`src/rtl/disp_scan_ctrl_if.sv`:
```
// Signal bundle between the display scan controller and its reading sources / display mux.
// The master drives readings and the mode pulse; the slave is the controller.
interface disp_scan_ctrl_if;
  // No handshake: readings are levels sampled at frame boundaries, Btn_Mode is a
  // single-cycle pulse counted on every clock, all outputs are free-running.
  logic [15:0] Frec_Val;
  logic [15:0] Co_Val;
  logic        Btn_Mode;
  logic        Sel;
  logic [3:0]  En_Frec;
  logic [3:0]  En_Co;
  logic [3:0]  An;
  logic        Frame;
  logic        scan_state;  // debug view of the slot FSM: 0 = BLANK, 1 = ON

  modport master (
    output Frec_Val, Co_Val, Btn_Mode,
    input  Sel, En_Frec, En_Co, An, Frame, scan_state
  );

  modport slave (
    input  Frec_Val, Co_Val, Btn_Mode,
    output Sel, En_Frec, En_Co, An, Frame, scan_state
  );
endinterface

```
`src/rtl/disp_scan_ctrl.sv`:
```
// 4-digit 7-segment scan controller with frame-aligned snapshots and source select.
// Optional leading-zero blanking is compiled in when DISP_LZB_EN is defined.
module disp_scan_ctrl #(
  parameter int SCAN_DIV  = 50000,
  parameter int BLANK_CYC = 500
) (
  input  logic             clk,
  input  logic             reset_n,
  disp_scan_ctrl_if.slave  bus
);

  localparam int PW = (SCAN_DIV > 1) ? $clog2(SCAN_DIV) : 1;
  localparam logic [PW-1:0] BLANK_LAST = PW'(BLANK_CYC - 1);
  localparam logic [PW-1:0] SCAN_LAST  = PW'(SCAN_DIV - 1);

  typedef enum logic {BLANK = 1'b0, ON = 1'b1} state_t;

  state_t        state, state_nx;
  logic [PW-1:0] presc, presc_nx;
  logic [1:0]    digit, digit_nx;
  logic          slot_end;
  logic          frame_end;
  logic          mode_pend;
  logic          sel;
  logic          frame;
  logic [15:0]   snap_frec;
  logic [15:0]   snap_co;
  logic          digit_lit;
  logic [3:0]    an;

  always_ff @(posedge clk or negedge reset_n) begin
    if (!reset_n) begin
      state <= BLANK;
      presc <= '0;
      digit <= '0;
    end else begin
      state <= state_nx;
      presc <= presc_nx;
      digit <= digit_nx;
    end
  end

  always_comb begin
    state_nx = state;
    presc_nx = presc + 1'b1;
    digit_nx = digit;
    slot_end = 1'b0;
    case (state)
      BLANK: if (presc == BLANK_LAST) state_nx = ON;
      ON: begin
        if (presc == SCAN_LAST) begin
          state_nx = BLANK;
          presc_nx = '0;
          digit_nx = digit + 2'd1;
          slot_end = 1'b1;
        end
      end
      default: state_nx = BLANK;
    endcase
  end

  assign frame_end = slot_end && (digit == 2'd3);

  // A pulse on the boundary edge is folded into the Sel update of that same edge.
  always_ff @(posedge clk or negedge reset_n) begin
    if (!reset_n) begin
      mode_pend <= 1'b0;
      sel       <= 1'b0;
      frame     <= 1'b0;
      snap_frec <= '0;
      snap_co   <= '0;
    end else begin
      mode_pend <= mode_pend ^ bus.Btn_Mode;
      frame     <= frame_end;
      if (frame_end) begin
        sel       <= mode_pend ^ bus.Btn_Mode;
        snap_frec <= bus.Frec_Val;
        snap_co   <= bus.Co_Val;
      end
    end
  end

`ifdef DISP_LZB_EN
  logic [15:0] shown;
  assign shown = sel ? snap_co : snap_frec;

  // Digit d goes dark when it and every more significant nibble are zero.
  always_comb begin
    digit_lit = 1'b1;
    case (digit)
      2'd1:    digit_lit = |shown[15:4];
      2'd2:    digit_lit = |shown[15:8];
      2'd3:    digit_lit = |shown[15:12];
      default: digit_lit = 1'b1;
    endcase
  end
`else
  assign digit_lit = 1'b1;
`endif

  always_comb begin
    an = 4'b1111;
    if (state == ON && digit_lit) an = ~(4'b0001 << digit);
  end

  assign bus.An         = an;
  assign bus.Sel        = sel;
  assign bus.Frame      = frame;
  assign bus.En_Frec    = snap_frec[4*digit +: 4];
  assign bus.En_Co      = snap_co[4*digit +: 4];
  assign bus.scan_state = state;

endmodule
```
`src/flat_wrapper.sv`:
```
// flat-port wrapper written by rule: the top's interface ports become plain ports
module disp_scan_ctrl_flat 
#(
  parameter int SCAN_DIV  = 50000,
  parameter int BLANK_CYC = 500
)
  (clk, reset_n, bus_Frec_Val, bus_Co_Val, bus_Btn_Mode, bus_Sel, bus_En_Frec, bus_En_Co, bus_An, bus_Frame, bus_scan_state);
  disp_scan_ctrl_if bus_i ();
  input  logic clk;
  input  logic reset_n;
  input wire logic [$bits(bus_i.Frec_Val)-1:0] bus_Frec_Val;
  input wire logic [$bits(bus_i.Co_Val)-1:0] bus_Co_Val;
  input wire logic [$bits(bus_i.Btn_Mode)-1:0] bus_Btn_Mode;
  output wire logic [$bits(bus_i.Sel)-1:0] bus_Sel;
  output wire logic [$bits(bus_i.En_Frec)-1:0] bus_En_Frec;
  output wire logic [$bits(bus_i.En_Co)-1:0] bus_En_Co;
  output wire logic [$bits(bus_i.An)-1:0] bus_An;
  output wire logic [$bits(bus_i.Frame)-1:0] bus_Frame;
  output wire logic [$bits(bus_i.scan_state)-1:0] bus_scan_state;
  assign bus_i.Frec_Val = bus_Frec_Val;
  assign bus_i.Co_Val = bus_Co_Val;
  assign bus_i.Btn_Mode = bus_Btn_Mode;
  assign bus_Sel = bus_i.Sel;
  assign bus_En_Frec = bus_i.En_Frec;
  assign bus_En_Co = bus_i.En_Co;
  assign bus_An = bus_i.An;
  assign bus_Frame = bus_i.Frame;
  assign bus_scan_state = bus_i.scan_state;
  disp_scan_ctrl #(.SCAN_DIV(SCAN_DIV), .BLANK_CYC(BLANK_CYC)) u_core (.clk(clk), .reset_n(reset_n), .bus(bus_i));
endmodule
```
`config.mk`:
```
export PLATFORM = sky130hd
export DESIGN_NAME = disp_scan_ctrl_flat
export DESIGN_NICKNAME = d
export VERILOG_FILES = /design/src/rtl/disp_scan_ctrl_if.sv /design/src/rtl/disp_scan_ctrl.sv /design/src/flat_wrapper.sv
export SDC_FILE = /design/constraint.sdc
export NUM_CORES = 1
export LEC_CHECK = 0
export ABC_AREA = 0
export CAP_MARGIN = 20
export CORE_MARGIN = 3
export CORE_UTILIZATION = 44
export CTS_CLUSTER_SIZE = 30
export DETAILED_ROUTE_END_ITERATION = 16
export PLACE_DENSITY_LB_ADDON = 0.05
export SETUP_SLACK_MARGIN = 0.15
export SYNTH_ARGS = -nofsm -noshare
export SYNTH_HDL_FRONTEND = slang
export SYNTH_SLANG_ARGS = --single-unit
```
`constraint.sdc`:
```
create_clock -name clk -period 2.5 [get_ports clk]
set_input_delay 0.5 -clock clk [delete_from_list [all_inputs] [get_ports clk]]
set_output_delay 0.5 -clock clk [all_outputs]
set_load 0.005 [all_outputs]
```
Word level (Yosys, flattened, before mapping)
Cells that the tools add are included.
- memories kept: 0
- memory bits (writable): 0
- memory bits (read-only): 0
- bits of input ports: 35
- bits in latches: 0
- logic and storage cells: 29
- register bits after elaboration: 54
- div/mod/pow operators: 0
- shifts and indexed selects: 3
- eq/ne operators: 3
- $mul: 0
- bitwise logic cells: 3
- multiplexer cells: 8
- add/subtract/negate cells: 2
- reduce and logical (&&, ||, !) cells: 2
- $lt $le $gt $ge: 0
- operators with widths (kind ; number):
    $mux W16 ; 2
    $shiftx A16 B5 Y4 ; 2
    $add A16 B1 Y16 const B ; 1
    $eq A16 B16 Y1 const B ; 1
    $eq A16 B9 Y1 const B ; 1
    $mux W1 ; 4
    $mux W4 ; 1
    $not A4 Y4 ; 1
    $shl A1 B2 Y4 const A ; 1
    $add A2 B1 Y2 const B ; 1
    $eq A2 B2 Y1 const B ; 1
    $pmux W1 S2 ; 1
    $reduce_and A2 Y1 ; 1
    $logic_and A1 B1 Y1 ; 1
    $not A1 Y1 ; 1
    $xor A1 B1 Y1 ; 1

Logic depth before layout (Yosys ltp)
- depth after elaboration: 4
- depth in mapped cells: 6
- mapped depth without buffers: 5

Worst setup path after synthesis
No wires, ideal clock.
- path type: register to output
- start point: register u_core.digit[0]
- end point: output bus_En_Co[0]
- data arrival time: 1.378 ns
- cell stages (with the launch flop): 3
- slack: 0.622 ns
- path through: dfrtp_1 clkbuf_1 mux4_2
- cells in the longest elaborated chain, start to end: 1
- RTL lines (element ; line ; source):
    from (decl) ; disp_scan_ctrl.sv:20 ; logic [1:0] digit, digit_nx;
    from (signal assigned) ; disp_scan_ctrl.sv:39 ; digit <= digit_nx;
    $shiftx A16 B5 Y4 ; disp_scan_ctrl.sv:110 ; assign bus.En_Co = snap_co[4*digit +: 4];
    to (decl) ; flat_wrapper.sv:16 ; output wire logic [$bits(bus_i.En_Co)-1:0] bus_En_Co;
Every way passes these cells.

Final worst setup path
- start point: register u_core.digit[0]
- end point: output bus_En_Frec[2]
- cells in the longest elaborated chain, start to end: 1
- RTL lines (element ; line ; source):
    $shiftx A16 B5 Y4 ; disp_scan_ctrl.sv:109 ; assign bus.En_Frec = snap_frec[4*digit +: 4];
    to (decl) ; flat_wrapper.sv:15 ; output wire logic [$bits(bus_i.En_Frec)-1:0] bus_En_Frec;
Every way passes these cells.

==> flow_metrics.tcl <==
set metrics [dict create \
    rsz0062_at_grt "no" \
    place_congestion 0.794 \
    ant_nets 0 \
    die_h_um 82.6 \
    ys_seq_area_share_pct 52.4 \
    antenna_found_initial 0 \
    dp_slack_ps 281 \
    viasPerCell 4.97 \
    synth-warning-count 0 \
    finalHoldViolCount 0 \
    synthMuxAreaShare_pct 25.8 \
    rr_endpoint "u_core.snap_frec[0]" \
    switching_power_mw 0.339 \
    rows 27 \
    skew_ps 11.9 \
    hpwl_mm 3.59 \
    arrival_ps 1790 \
    drt-total-wl_mm 5.03 \
    hold_class "in2async" \
    gr-total-overflow 0 \
    clk_pin_slew_ps 100 \
    drt-initial-drc-count 47 \
    ir_drop_mv 0.316 \
    crit_path_end_kind "output port" \
    port_buffers 49 \
    fillCellCount 454 \
    synth_cells 176 \
    reg2reg_depth 5 \
    synthesis.area_per_instance_um2 14.7 \
    grt_max_degree 26 \
    place_area_mm2 0.00318 \
    cap_violations 0 \
    cts_buffers 5 \
    synth-adder-area-share_pct 2.43 \
    cts_tree "yes" \
    setup_ws_ps 209 \
    ys_types 29 \
    p_total_mw 1.78 \
    root_buffer "clkbuf_8" \
    syn_area_mm2 0.00258 \
    r2r-start "u_core.presc[12]" \
    grt_pass1_wl_mm 8.11 \
    min_period_ps 2290 \
    grt_pass1_vias 1644 \
    crit_required_ps 2000 \
    seqPwrFrac_pct 52.1 \
    switching_share_pct 19.1 \
    critPathMaxFanout 11 \
    fp.dieArea_mm2 0.00682 \
    cts-htree-levels 2 \
    drt_pass1_iterations 6 \
    tightestPinTransition_ps 522 \
    power_density_mw_per_mm2 526 \
    status "finished, final reports clean" \
    core_mm2 0.00557 \
    nets 280 \
    synth_top_family_by_area "multiplexers" \
    final_layout_size_suffix_gt1_share_pct 29.9 \
    synth_nets 216 \
    clock_sinks 54 \
    worstSkewPairLatency_ps 310 \
    critPathLaunchType "register" \
    fin_cells 313 \
    slew_violations 0 \
    fin_area_mm2 0.00338 \
    ios 50 \
    synth_compound_area_share_pct 0.534 \
    syn2layout_area_growth_pct 31.1 \
    diodes 0 \
    power_frac_comb_pct 8.2 \
    finalCritPeriodShare_pct 91.6 \
    grt_usage_pct 15.8 \
    synth_xor_xnor_area_share_pct 5.43 \
    wire_per_inst_um 16.1 \
    clkPwrFrac_pct 39.7 \
    ys_seq_elements 54 \
    dr_total_vias 1555 \
    start_util_pct 46.3 \
    clock.fmax_mhz 437 \
    clockBufferDepth 2 \
    synth-simple-area-share_pct 11.1 \
    slew_headroom_pct 65.2 \
    fin_setup_tns_ps 0 \
    internal-power_mw 1.44 \
    setup_viol 0 \
    crit_type "reg2out" \
    hold_buffers 0 \
    drc 0 \
    die_w_um 82.6 \
    p_leak_nw 1.58 \
    reg2reg_slack_ps 300 \
    dpl.cell_count 300 \
]
kinds of logic after synthesis:
family                   count (synthesis)
AO/OA/AOI/OAI                            2
XOR/XNOR                                16
adder cells (fa/ha/maj)                  5
buffers and inverters                   10
flip-flops                              54
multiplexers                            41
AND/OR/NAND/NOR                         48
routing by layer:
metal | GRT usage [%] | routed length, µm | part of all wire (%)
met1 | 22.1 | 2260 | 45
met2 | 24.8 | 2480 | 49
met3 | 4.12 | 252 | 5.0
met4 | 3.43 | 34 | 0.68
met5 | 0 | 0 | 0
cell usage after synthesis:
cell	number	area share [%]
a2bb2oi_1	1	0.34
and2_2	1	0.29
and3_2	1	0.29
and4_1	1	0.34
buf_2	1	0.19
buf_6	3	1.3
clkbuf_1	2	0.29
dfrtp_1	54	52
ha_1	5	2.4
inv_1	4	0.58
mux2_2	3	1.3
mux2_4	30	17
mux4_2	8	7.0
nand2_1	8	1.2
nand3_1	5	0.97
nand3_4	1	0.68
nand4_1	5	1.2
nand4b_1	1	0.34
nor2_1	11	1.6
nor2_4	1	0.44
nor2b_1	1	0.24
nor3_1	6	1.2
nor4_1	3	0.73
nor4_4	1	0.82
o21ai_0	1	0.19
or2b_2	1	0.34
or4_4	1	0.44
xnor2_1	9	3.1
xor2_1	7	2.4
worst max-delay path, stage by stage, from the launching register on:
cell and delay (ps):
dfrtp_1 380, buf_12 150, mux4_2 490, clkdlybuf4s50_1 460
power by group through the flow:
stage | Clock, mW | Sequential, mW | Combinational, mW
floorplan | 0 | 0.938 | 0.0557
global placement | 0 | 0.942 | 0.148
detailed placement | 0 | 0.944 | 0.150
CTS | 0.722 | 0.926 | 0.151
global route | 0.764 | 0.931 | 0.159
finish | 0.705 | 0.926 | 0.147
worst max-delay path by stage:
stage | from | to | slack, ps | cells after the start
final | u_core.digit[0] | bus_En_Frec[2] | 210 | 3
after global routing | u_core.digit[0] | bus_En_Frec[3] | 150 | 3
after CTS | u_core.digit[0] | bus_En_Co[2] | 150 | 3
after detailed placement | u_core.presc[13] | u_core.snap_frec[0] | 280 | 5
after global placement | u_core.presc[12] | u_core.snap_frec[8] | 350 | 5
after floorplan | u_core.digit[0] | bus_En_Co[0] | 620 | 2
registers in the layout, summed over array words and instances (netlist names):
signal                 flops
u_core.bus.Frame           1
u_core.bus.Sel             1
u_core.bus.scan_state      1
u_core.digit               2
u_core.mode_pend           1
u_core.presc              16
u_core.snap_co            16
u_core.snap_frec          16
cell type report:
| cell class | count | area (µm²) | share of cell area [%] |
|---|---|---|---|
| clock buffers | 6 | 82.6 | 2.44 |
| clock inverters | 2 | 60.1 | 1.78 |
| multi-input cells | 112 | 1170 | 34.5 |
| well taps | 72 | 90.1 | 2.66 |
| repair buffers | 63 | 614 | 18.2 |
| flip-flops and latches | 54 | 1350 | 40.0 |
| inverters | 4 | 15.0 | 0.444 |
placed cells by master (no fill, tap or decap), types with 2 or more instances in the layout:
cell and n:
clkdlybuf4s50_1 42, mux2_2 3, xor2_1 7, inv_1 4, dfrtp_1 53, bufinv_16 2
mux2_4 30, buf_4 13, xnor2_1 9, nor3_1 6, clkbuf_8 6, ha_1 5
dlymetal6s2s_1 5, mux4_2 8, nor2_1 11, nor4_1 3, nand2_1 8, nand3_1 5
nand4_1 5
metrics by stage:
step | hold WS (ps) | util (%)
global route | 187 | 60.7
finish | 156 | 60.7
detailed placement | 458 | 57.0
CTS | 173 | 59.8
floorplan | 204 | -
global placement | 458 | 57.0
repair_timing:
| item | in CTS | in global routing |
|---|---|---|
| setup buffers | 0 | 5 |
| gates resized for setup | 5 | 5 |
| gates cloned | 0 | 0 |
| setup endpoints to repair | 11 | 7 |
Note: power is estimated with default switching activity, not from simulation.
